**src/rtl/sram64x8_ctrl_pkg.sv**
```systemverilog
// Shared types and geometry for the gf180 64x8 SRAM access controller.
package sram64x8_ctrl_pkg;

  typedef enum logic [1:0] {HOLD, CLEAR, SERVE} state_e;

  localparam int SRAM_DEPTH = 64;
  localparam int SRAM_AW    = 6;
  localparam int SRAM_DW    = 8;
  localparam int READ_LAT   = 2;

  // One stage of the outstanding-read tracker.
  typedef struct packed {
    logic valid;
    logic port;
  } rd_tag_t;

endpackage

```
**src/rtl/rr_arb2.sv**
```systemverilog
// Two-input round-robin arbiter; on contention the pointed-to port wins and
// the pointer moves to the loser, so it only changes when both request.
module rr_arb2 (
  input  logic       CLK,
  input  logic       cen_not_rst,
  input  logic       en,
  input  logic [1:0] req,
  output logic [1:0] gnt
);

  logic ptr_q, ptr_d;

  // NOTE: every signal assigned here gets a default first so no latch is inferred.
  always_comb begin
    gnt   = 2'b00;
    ptr_d = ptr_q;
    if (en) begin
      unique case (req)
        2'b01:   gnt = 2'b01;
        2'b10:   gnt = 2'b10;
        2'b11: begin
          gnt   = ptr_q ? 2'b10 : 2'b01;
          ptr_d = ~ptr_q;
        end
        default: gnt = 2'b00;
      endcase
    end
  end

  // NOTE: sequential state uses non-blocking assignments so all flops update together.
  always_ff @(posedge CLK or posedge cen_not_rst) begin
    if (cen_not_rst) ptr_q <= 1'b0;
    else             ptr_q <= ptr_d;
  end

endmodule

```
**src/rtl/sram64x8_arb_ctrl.sv**
```systemverilog
// Wake-up, optional zero-fill and two-port round-robin access to one
// single-port 64x8 SRAM macro, with reads returned two cycles after grant.
module sram64x8_arb_ctrl
  import sram64x8_ctrl_pkg::*;
#(
  parameter int CEN_HOLD = 4,
  parameter bit CLEAR_EN = 1'b1
) (
  input  logic               CLK,
  input  logic               cen_not_rst,
  input  logic               p0_req,
  input  logic               p0_we,
  input  logic [SRAM_AW-1:0] p0_addr,
  input  logic [SRAM_DW-1:0] p0_wdata,
  input  logic [SRAM_DW-1:0] p0_wmask,
  output logic               p0_gnt,
  output logic               p0_rvalid,
  output logic [SRAM_DW-1:0] p0_rdata,
  input  logic               p1_req,
  input  logic               p1_we,
  input  logic [SRAM_AW-1:0] p1_addr,
  input  logic [SRAM_DW-1:0] p1_wdata,
  input  logic [SRAM_DW-1:0] p1_wmask,
  output logic               p1_gnt,
  output logic               p1_rvalid,
  output logic [SRAM_DW-1:0] p1_rdata,
  output logic               ready,
  output logic               sram_cen,
  output logic               sram_gwen,
  output logic [SRAM_DW-1:0] sram_wen,
  output logic [SRAM_AW-1:0] sram_a,
  output logic [SRAM_DW-1:0] sram_d,
  input  logic [SRAM_DW-1:0] sram_q
);

  // cnt serves both the wake-up hold and the clear address sweep.
  localparam int CW = (CEN_HOLD > SRAM_DEPTH) ? $clog2(CEN_HOLD) : SRAM_AW;

  state_e                      state_q, state_d;
  logic [CW-1:0]               cnt_q, cnt_d;
  logic                        ready_q, ready_d;
  logic                        cen_q, cen_d;
  logic                        gwen_q, gwen_d;
  logic [SRAM_DW-1:0]          wen_q, wen_d;
  logic [SRAM_AW-1:0]          a_q, a_d;
  logic [SRAM_DW-1:0]          d_q, d_d;
  rd_tag_t [READ_LAT-1:0]      tag_q, tag_d;

  logic [1:0]                  gnt;
  logic                        any_gnt, sel;
  logic                        sel_we;
  logic [SRAM_AW-1:0]          sel_addr;
  logic [SRAM_DW-1:0]          sel_wdata, sel_wmask;

  rr_arb2 u_arb (
    .CLK         (CLK),
    .cen_not_rst (cen_not_rst),
    .en          (ready_q),
    .req         ({p1_req, p0_req}),
    .gnt         (gnt)
  );

  assign any_gnt   = |gnt;
  assign sel       = gnt[1];
  assign sel_we    = sel ? p1_we    : p0_we;
  assign sel_addr  = sel ? p1_addr  : p0_addr;
  assign sel_wdata = sel ? p1_wdata : p0_wdata;
  assign sel_wmask = sel ? p1_wmask : p0_wmask;

  always_comb begin
    state_d  = state_q;
    cnt_d    = cnt_q;
    ready_d  = ready_q;
    cen_d    = 1'b1;
    gwen_d   = 1'b1;
    wen_d    = '1;
    a_d      = a_q;
    d_d      = d_q;
    tag_d[0] = '{valid: any_gnt & ~sel_we, port: sel};
    tag_d[1] = tag_q[0];

    unique case (state_q)
      HOLD: begin
        if (cnt_q == CW'(CEN_HOLD - 1)) begin
          cnt_d = '0;
          if (CLEAR_EN) begin
            // The first clear write goes out together with leaving HOLD.
            state_d = CLEAR;
            cen_d   = 1'b0;
            gwen_d  = 1'b0;
            wen_d   = '0;
            a_d     = '0;
            d_d     = '0;
          end else begin
            state_d = SERVE;
            ready_d = 1'b1;
          end
        end else begin
          cnt_d = cnt_q + 1'b1;
        end
      end
      CLEAR: begin
        if (cnt_q == CW'(SRAM_DEPTH - 1)) begin
          state_d = SERVE;
          ready_d = 1'b1;
          cnt_d   = '0;
        end else begin
          cnt_d  = cnt_q + 1'b1;
          cen_d  = 1'b0;
          gwen_d = 1'b0;
          wen_d  = '0;
          a_d    = SRAM_AW'(cnt_q + 1'b1);
          d_d    = '0;
        end
      end
      SERVE: begin
        if (any_gnt) begin
          cen_d = 1'b0;
          a_d   = sel_addr;
          d_d   = sel_wdata;
          if (sel_we) begin
            gwen_d = 1'b0;
            wen_d  = ~sel_wmask;
          end
        end
      end
      default: state_d = HOLD;
    endcase
  end

  always_ff @(posedge CLK or posedge cen_not_rst) begin
    if (cen_not_rst) begin
      state_q <= HOLD;
      cnt_q   <= '0;
      ready_q <= 1'b0;
      cen_q   <= 1'b1;
      gwen_q  <= 1'b1;
      wen_q   <= '1;
      a_q     <= '0;
      d_q     <= '0;
      tag_q   <= '0;
    end else begin
      state_q <= state_d;
      cnt_q   <= cnt_d;
      ready_q <= ready_d;
      cen_q   <= cen_d;
      gwen_q  <= gwen_d;
      wen_q   <= wen_d;
      a_q     <= a_d;
      d_q     <= d_d;
      tag_q   <= tag_d;
    end
  end

  assign p0_gnt    = gnt[0];
  assign p1_gnt    = gnt[1];
  assign p0_rvalid = tag_q[READ_LAT-1].valid & ~tag_q[READ_LAT-1].port;
  assign p1_rvalid = tag_q[READ_LAT-1].valid &  tag_q[READ_LAT-1].port;
  assign p0_rdata  = sram_q;
  assign p1_rdata  = sram_q;
  assign ready     = ready_q;
  assign sram_cen  = cen_q;
  assign sram_gwen = gwen_q;
  assign sram_wen  = wen_q;
  assign sram_a    = a_q;
  assign sram_d    = d_q;

endmodule

```
**config.mk**
```make
export PLATFORM = sky130hd
export DESIGN_NAME = sram64x8_arb_ctrl
export DESIGN_NICKNAME = d
export VERILOG_FILES = /design/src/rtl/sram64x8_ctrl_pkg.sv /design/src/rtl/rr_arb2.sv /design/src/rtl/sram64x8_arb_ctrl.sv
export SDC_FILE = /design/constraint.sdc
export NUM_CORES = 1
export LEC_CHECK = 0
export BUFFER_PORTS_ARGS = -buffer_cell sky130_fd_sc_hd__buf_2
export CAP_MARGIN = 5
export CORE_MARGIN = 3
export CORE_UTILIZATION = 51
export CTS_BUF_LIST = sky130_fd_sc_hd__clkbuf_4 sky130_fd_sc_hd__clkbuf_8
export CTS_CLUSTER_SIZE = 25
export DETAILED_ROUTE_END_ITERATION = 8
export PLACE_DENSITY_LB_ADDON = 0.12
export SYNTH_ARGS = -nofsm -noshare
export SYNTH_HDL_FRONTEND = slang
export SYNTH_SLANG_ARGS = --single-unit
```
**constraint.sdc**
```tcl
create_clock -name CLK -period 4.3 [get_ports CLK]
set_input_delay 0.645 -clock CLK [delete_from_list [all_inputs] [get_ports CLK]]
set_output_delay 0.645 -clock CLK [all_outputs]
set_load 0.1 [all_outputs]
```
* Yosys cells after proc, flatten, opt, wreduce, memory -nomap -nowiden
Cells that the tools add are included.
** Storage, ports and cells
- Word-level logic and storage cells :: 74
- Bits in registers :: 38
- Output and inout bits :: 45
- Input bits :: 58
** Cells by class
- Reduce and logical (&&, ||, !) cells :: 8
- Equality and inequality tests :: 11
- Muxes and demuxes :: 33
- Add/subtract/negate cells :: 1
- Bitwise logic cells :: 8
** Operator list (number)
- $mux W8 :: 9
- $pmux W8 S3 :: 2
- $mux W6 :: 6
- $pmux W6 S3 :: 1
- $pmux W2 S3 :: 2
- $pmux W6 S2 :: 1
- $mux W2 :: 4
- $ne A2 B2 Y1 const B :: 4
- $not A8 Y8 :: 1
- $add A6 B1 Y6 const B :: 1
- $eq A2 B2 Y1 const B :: 3
- $eq A6 B2 Y1 const B :: 1
- $eq A6 B6 Y1 const B :: 1
- $mux W1 :: 6
- $pmux W1 S3 :: 2
- $eq A2 B1 Y1 const B :: 2
- $not A1 Y1 :: 4
- $reduce_and A2 Y1 :: 2
- $reduce_and A4 Y1 :: 1
- $and A1 B1 Y1 :: 3
- $reduce_and A3 Y1 :: 1
- $reduce_bool A3 Y1 :: 1
- $logic_not A2 Y1 :: 1
- $reduce_bool A2 Y1 :: 1
- $reduce_or A2 Y1 :: 1

* Logic depth before layout (Yosys ltp)
- Word-level depth :: 8
- Mapped depth :: 8
- Depth with buffers taken out :: 7

* Modules after synthesis
Synthesis repeated with hierarchy kept, for this count alone.
** Second synthesis, totals
- Cell total of the unflattened synthesis :: 199
- Area total of the unflattened synthesis :: 2263.4 um^2
** Modules (own cells, without submodules)
- sram64x8_arb_ctrl :: sequential area each 938.4 um^2, cells an instance 190, instances 1, area an instance 2199.6 um^2
- rr_arb2 :: sequential area each 25.0 um^2, cells an instance 9, instances 1, area an instance 63.8 um^2

* Least setup slack after synthesis
No wires, ideal clock.
- Kind :: flip-flop to output port
- Start :: register ready_q (netlist: ready)
- End :: output port p1_gnt
- Cell stages (with the launch flop) :: 4
- Arrival :: 2.214 ns
- Slack :: 1.441 ns
- Buffers on the path :: 1
- Required time :: 3.655 ns
- Cells stage by stage :: dfrtp_1 nand3_1 clkbuf_1 clkinv_1
** Between the ends
- Word-level cells in the longest chain between the ends :: 1
** RTL lines
- start: declaration :: line sram64x8_arb_ctrl.sv:41 : logic ready_q, ready_d;
- start signal: assignment :: line sram64x8_arb_ctrl.sv:145 : ready_q <= ready_d;
- $mux W2 :: line rr_arb2.sv:17 : if (en) begin
- end: declaration :: line sram64x8_arb_ctrl.sv:24 : output logic p1_gnt,
No other way between the ends.

* Worst setup path in the final report
- Start :: register u_arb.ptr_q
- End :: output port p1_gnt
** Between the ends
- Word-level cells in the longest chain between the ends :: 3
** RTL lines
- start: declaration :: line rr_arb2.sv:11 : logic ptr_q, ptr_d;
- start signal: assignment :: line rr_arb2.sv:33 : else ptr_q <= ptr_d;
- $mux W2 :: line rr_arb2.sv:22 : gnt = ptr_q ? 2'b10 : 2'b01;
- $pmux W2 S3 :: line rr_arb2.sv:18 : unique case (req)
- $mux W2 :: line rr_arb2.sv:17
No other way between the ends.

==> results.ini <==
[cells_and_area]
nFillCells = 314
finalCoreUtilization = 0.664
drive_above_1_share = 0.448
multiInputGateArea_um2 = 922
nets = 340
n_antenna_cell = 0
area_growth_pct = 21.4
register_area_um2 = 963
fin_area_um2 = 2520
layoutNonFillerInstCount = 325

[clock_tree]
cts_tree = yes
clock_latency_ns = 0.29
clock_sinks = 38
cts_setup_buffers = 0
clockBufferDepth = 2
clkTransAtPathRegs_ns = 0.07
root_buffer = clkbuf_8
htreeDepth = 2
cts_inserted_buffers = 5
hold_buffers = 0
cts_resized = 0

[worst_setup_path]
slowest_delay_ns = 0.40
crit_arrival_ns = 1.91
start_kind = flip-flop
cp_cell_sequence = nand2b_1, nand3_1, buf_4, clkinv_1, buf_2
end_kind = output pin
crit_slowest_cell = dfrtp_1
crit_type = flip-flop to output pin
critPathMaxFanout = 23
crit_required_ns = 3.65

[power_and_ir_drop]
finalPower_mw = 0.768
p_per_area_nw_per_um2 = 304
peakVddDrop_uv = 205
p_leak_nw = 1.29

[synth]
ys_warn_count = 0
syn_area_per_cell_um2 = 9.71
ys_seq_elements = 38
synth_enable_flop_cells = 0
synth_cell_type_count = 37
synthArstFlopShare = 1.00
syn-cell-area_um2 = 2080
yosysSeqAreaShare = 0.464
ys.flop_type = dfrtp_1
syn-instance-count = 214
syn_nets = 278

[drt]
final_antenna_net_count = 0
dr.pass1.iters = 4
routed_via_density = 5.25
initialDrtViolationCount = 125
drcViolationCount = 0
wl_um = 4560
vias = 1706
wl_per_cell_um = 14.0

[die]
rows = 22
io_pins = 103
dieArea_um2 = 4880
core_area_um2 = 3800
start_util = 0.547
chipHeight_um = 69.8
die_w_um = 69.8

[sta]
timing.final.max_slew_violations = 0
setup_viol = 0
final.setup.tns_ns = 0
max_clock_freq_mhz = 391
finClkSkew_ns = 0.00764
min_period_ns = 2.56
worst_pin_slew_ns = 0.881
hold_ws_ns = 0.348
slew-limit-headroom = 0.413
post-route-period-util = 0.595
rsz0062_at_grt = no
final-hold-violation-count = 0
finalWorstSetupSlack_ns = 1.74

[grt]
grtUsageTotal = 0.192
grt_pass1_vias = 1576
grt_pass1_wl_um = 7560
antenna_found_initial = 0
grt_start_max_net_pins = 39
gr-total-overflow = 0

[placed_design]
detailed_place_hpwl_um = 3330
dp_cells = 317
dpl-instance-area_um2 = 2380
port_buffers = 78
pre_cts_slack_ns = 1.74
finalWeightedCongestion = 0.843

[flow_run]
max_cap_violations = 0

[run_status]
outcome = finished clean

[min_path]
hp-class = flip-flop to flip-flop

[state kept, by name (all words and copies together), names as in the netlist]
name / count
sram_a: 6
tag_d: 2
sram_d: 8
sram_gwen: 1
u_arb.ptr_q: 1
sram_cen: 1
ready: 1
cnt_q: 6
sram_wen: 8
state_q: 2
tag_q: 2
[cells in the final DEF, fill, tap and decap left out, types with 6 or more instances in the layout]
| master | netlist | routed |
|---|---|---|
| o21ai_1 | 6 | 6 |
| inv_1 | 7 | 7 |
| o21ai_0 | 11 | 11 |
| buf_2 | 1 | 78 |
| nand2b_1 | 6 | 6 |
| nand2_1 | 44 | 44 |
| dfrtp_1 | 28 | 28 |
| clkbuf_8 | 0 | 6 |
| dfstp_2 | 10 | 10 |
| a31o_2 | 8 | 8 |
| mux2_2 | 15 | 15 |
| ha_1 | 6 | 6 |
| nand3_1 | 7 | 7 |
[cells in the mapped netlist, drive strengths merged, types with 2 or more instances]
cell,count,share of area
nor2,5,0.0090
xnor2,4,0.017
or2,2,0.0072
a31o,8,0.034
and2,3,0.0090
xor2,2,0.0084
nor2b,2,0.0060
nand2b,6,0.018
o21ai,17,0.041
a21oi,4,0.0096
inv,7,0.013
nand2,44,0.079
dfrtp,28,0.34
clkbuf,7,0.013
dfstp,10,0.13
a32o,2,0.0096
ha,6,0.036
mux2,15,0.081
a22oi,5,0.018
nand3,7,0.017
buf,18,0.066
[cell families (layout without fill, tap and decap cells)]
logic type | Yosys count | in the layout | synth area share
simple gates | 73 | 73 | 0.160
compound gates | 43 | 43 | 0.141
flops | 38 | 38 | 0.464
buf+inv | 33 | 96 | 0.0927
mux | 15 | 15 | 0.0813
fa+ha+maj | 6 | 6 | 0.0361
xor+xnor | 6 | 6 | 0.0253
[critical path, delay by kind of cell (launching register included)]
family                 cells  cell delay, ns
buffers and inverters      3            0.94
flip-flops                 1            0.40
AND/OR/NAND/NOR            2            0.27
[worst paths after layout]
kind / slack, ns / depth (start not counted) / startpoint / endpoint
hold reg to reg: 0.35 / 0 / tag_d[3] / tag_q[3]
setup / recovery: 1.74 / 5 / u_arb.ptr_q / p1_gnt
hold / removal: 0.35 / 0 / tag_d[3] / tag_q[3]
setup reg to reg: 1.91 / 6 / state_q[0] / sram_a[4]
max in group asynchronous: 3.49 / 3 / cen_not_rst / sram_wen[6]
min in group asynchronous: 0.45 / 3 / cen_not_rst / tag_d[2]
[cell type report]
class,instances,share of cell area
timing repair buffer,80,0.161
sequential,38,0.382
clock inverter,2,0.0238
tap,48,0.0238
multi-input combinational,143,0.365
clock buffer,6,0.0327
inverter,8,0.0119
[where the power goes]
part	internal [mW]	leakage, nW	switching [mW]	total (mW)
Clock	0.247	0.0714	0.123	0.370
Sequential	0.358	0.450	0	0.358
Combinational	0.0227	0.764	0.0173	0.0400
Total	0.628	1.29	0.140	0.768
[metal layers]
| layer | GRT usage | share of wire |
|---|---|---|
| met3 | 0.0565 | 0.077 |
| met2 | 0.294 | 0.47 |
| met4 | 0.0638 | 0.016 |
| met5 | 0 | 0 |
| met1 | 0.259 | 0.43 |
Note: power is estimated with default switching activity, not from simulation.
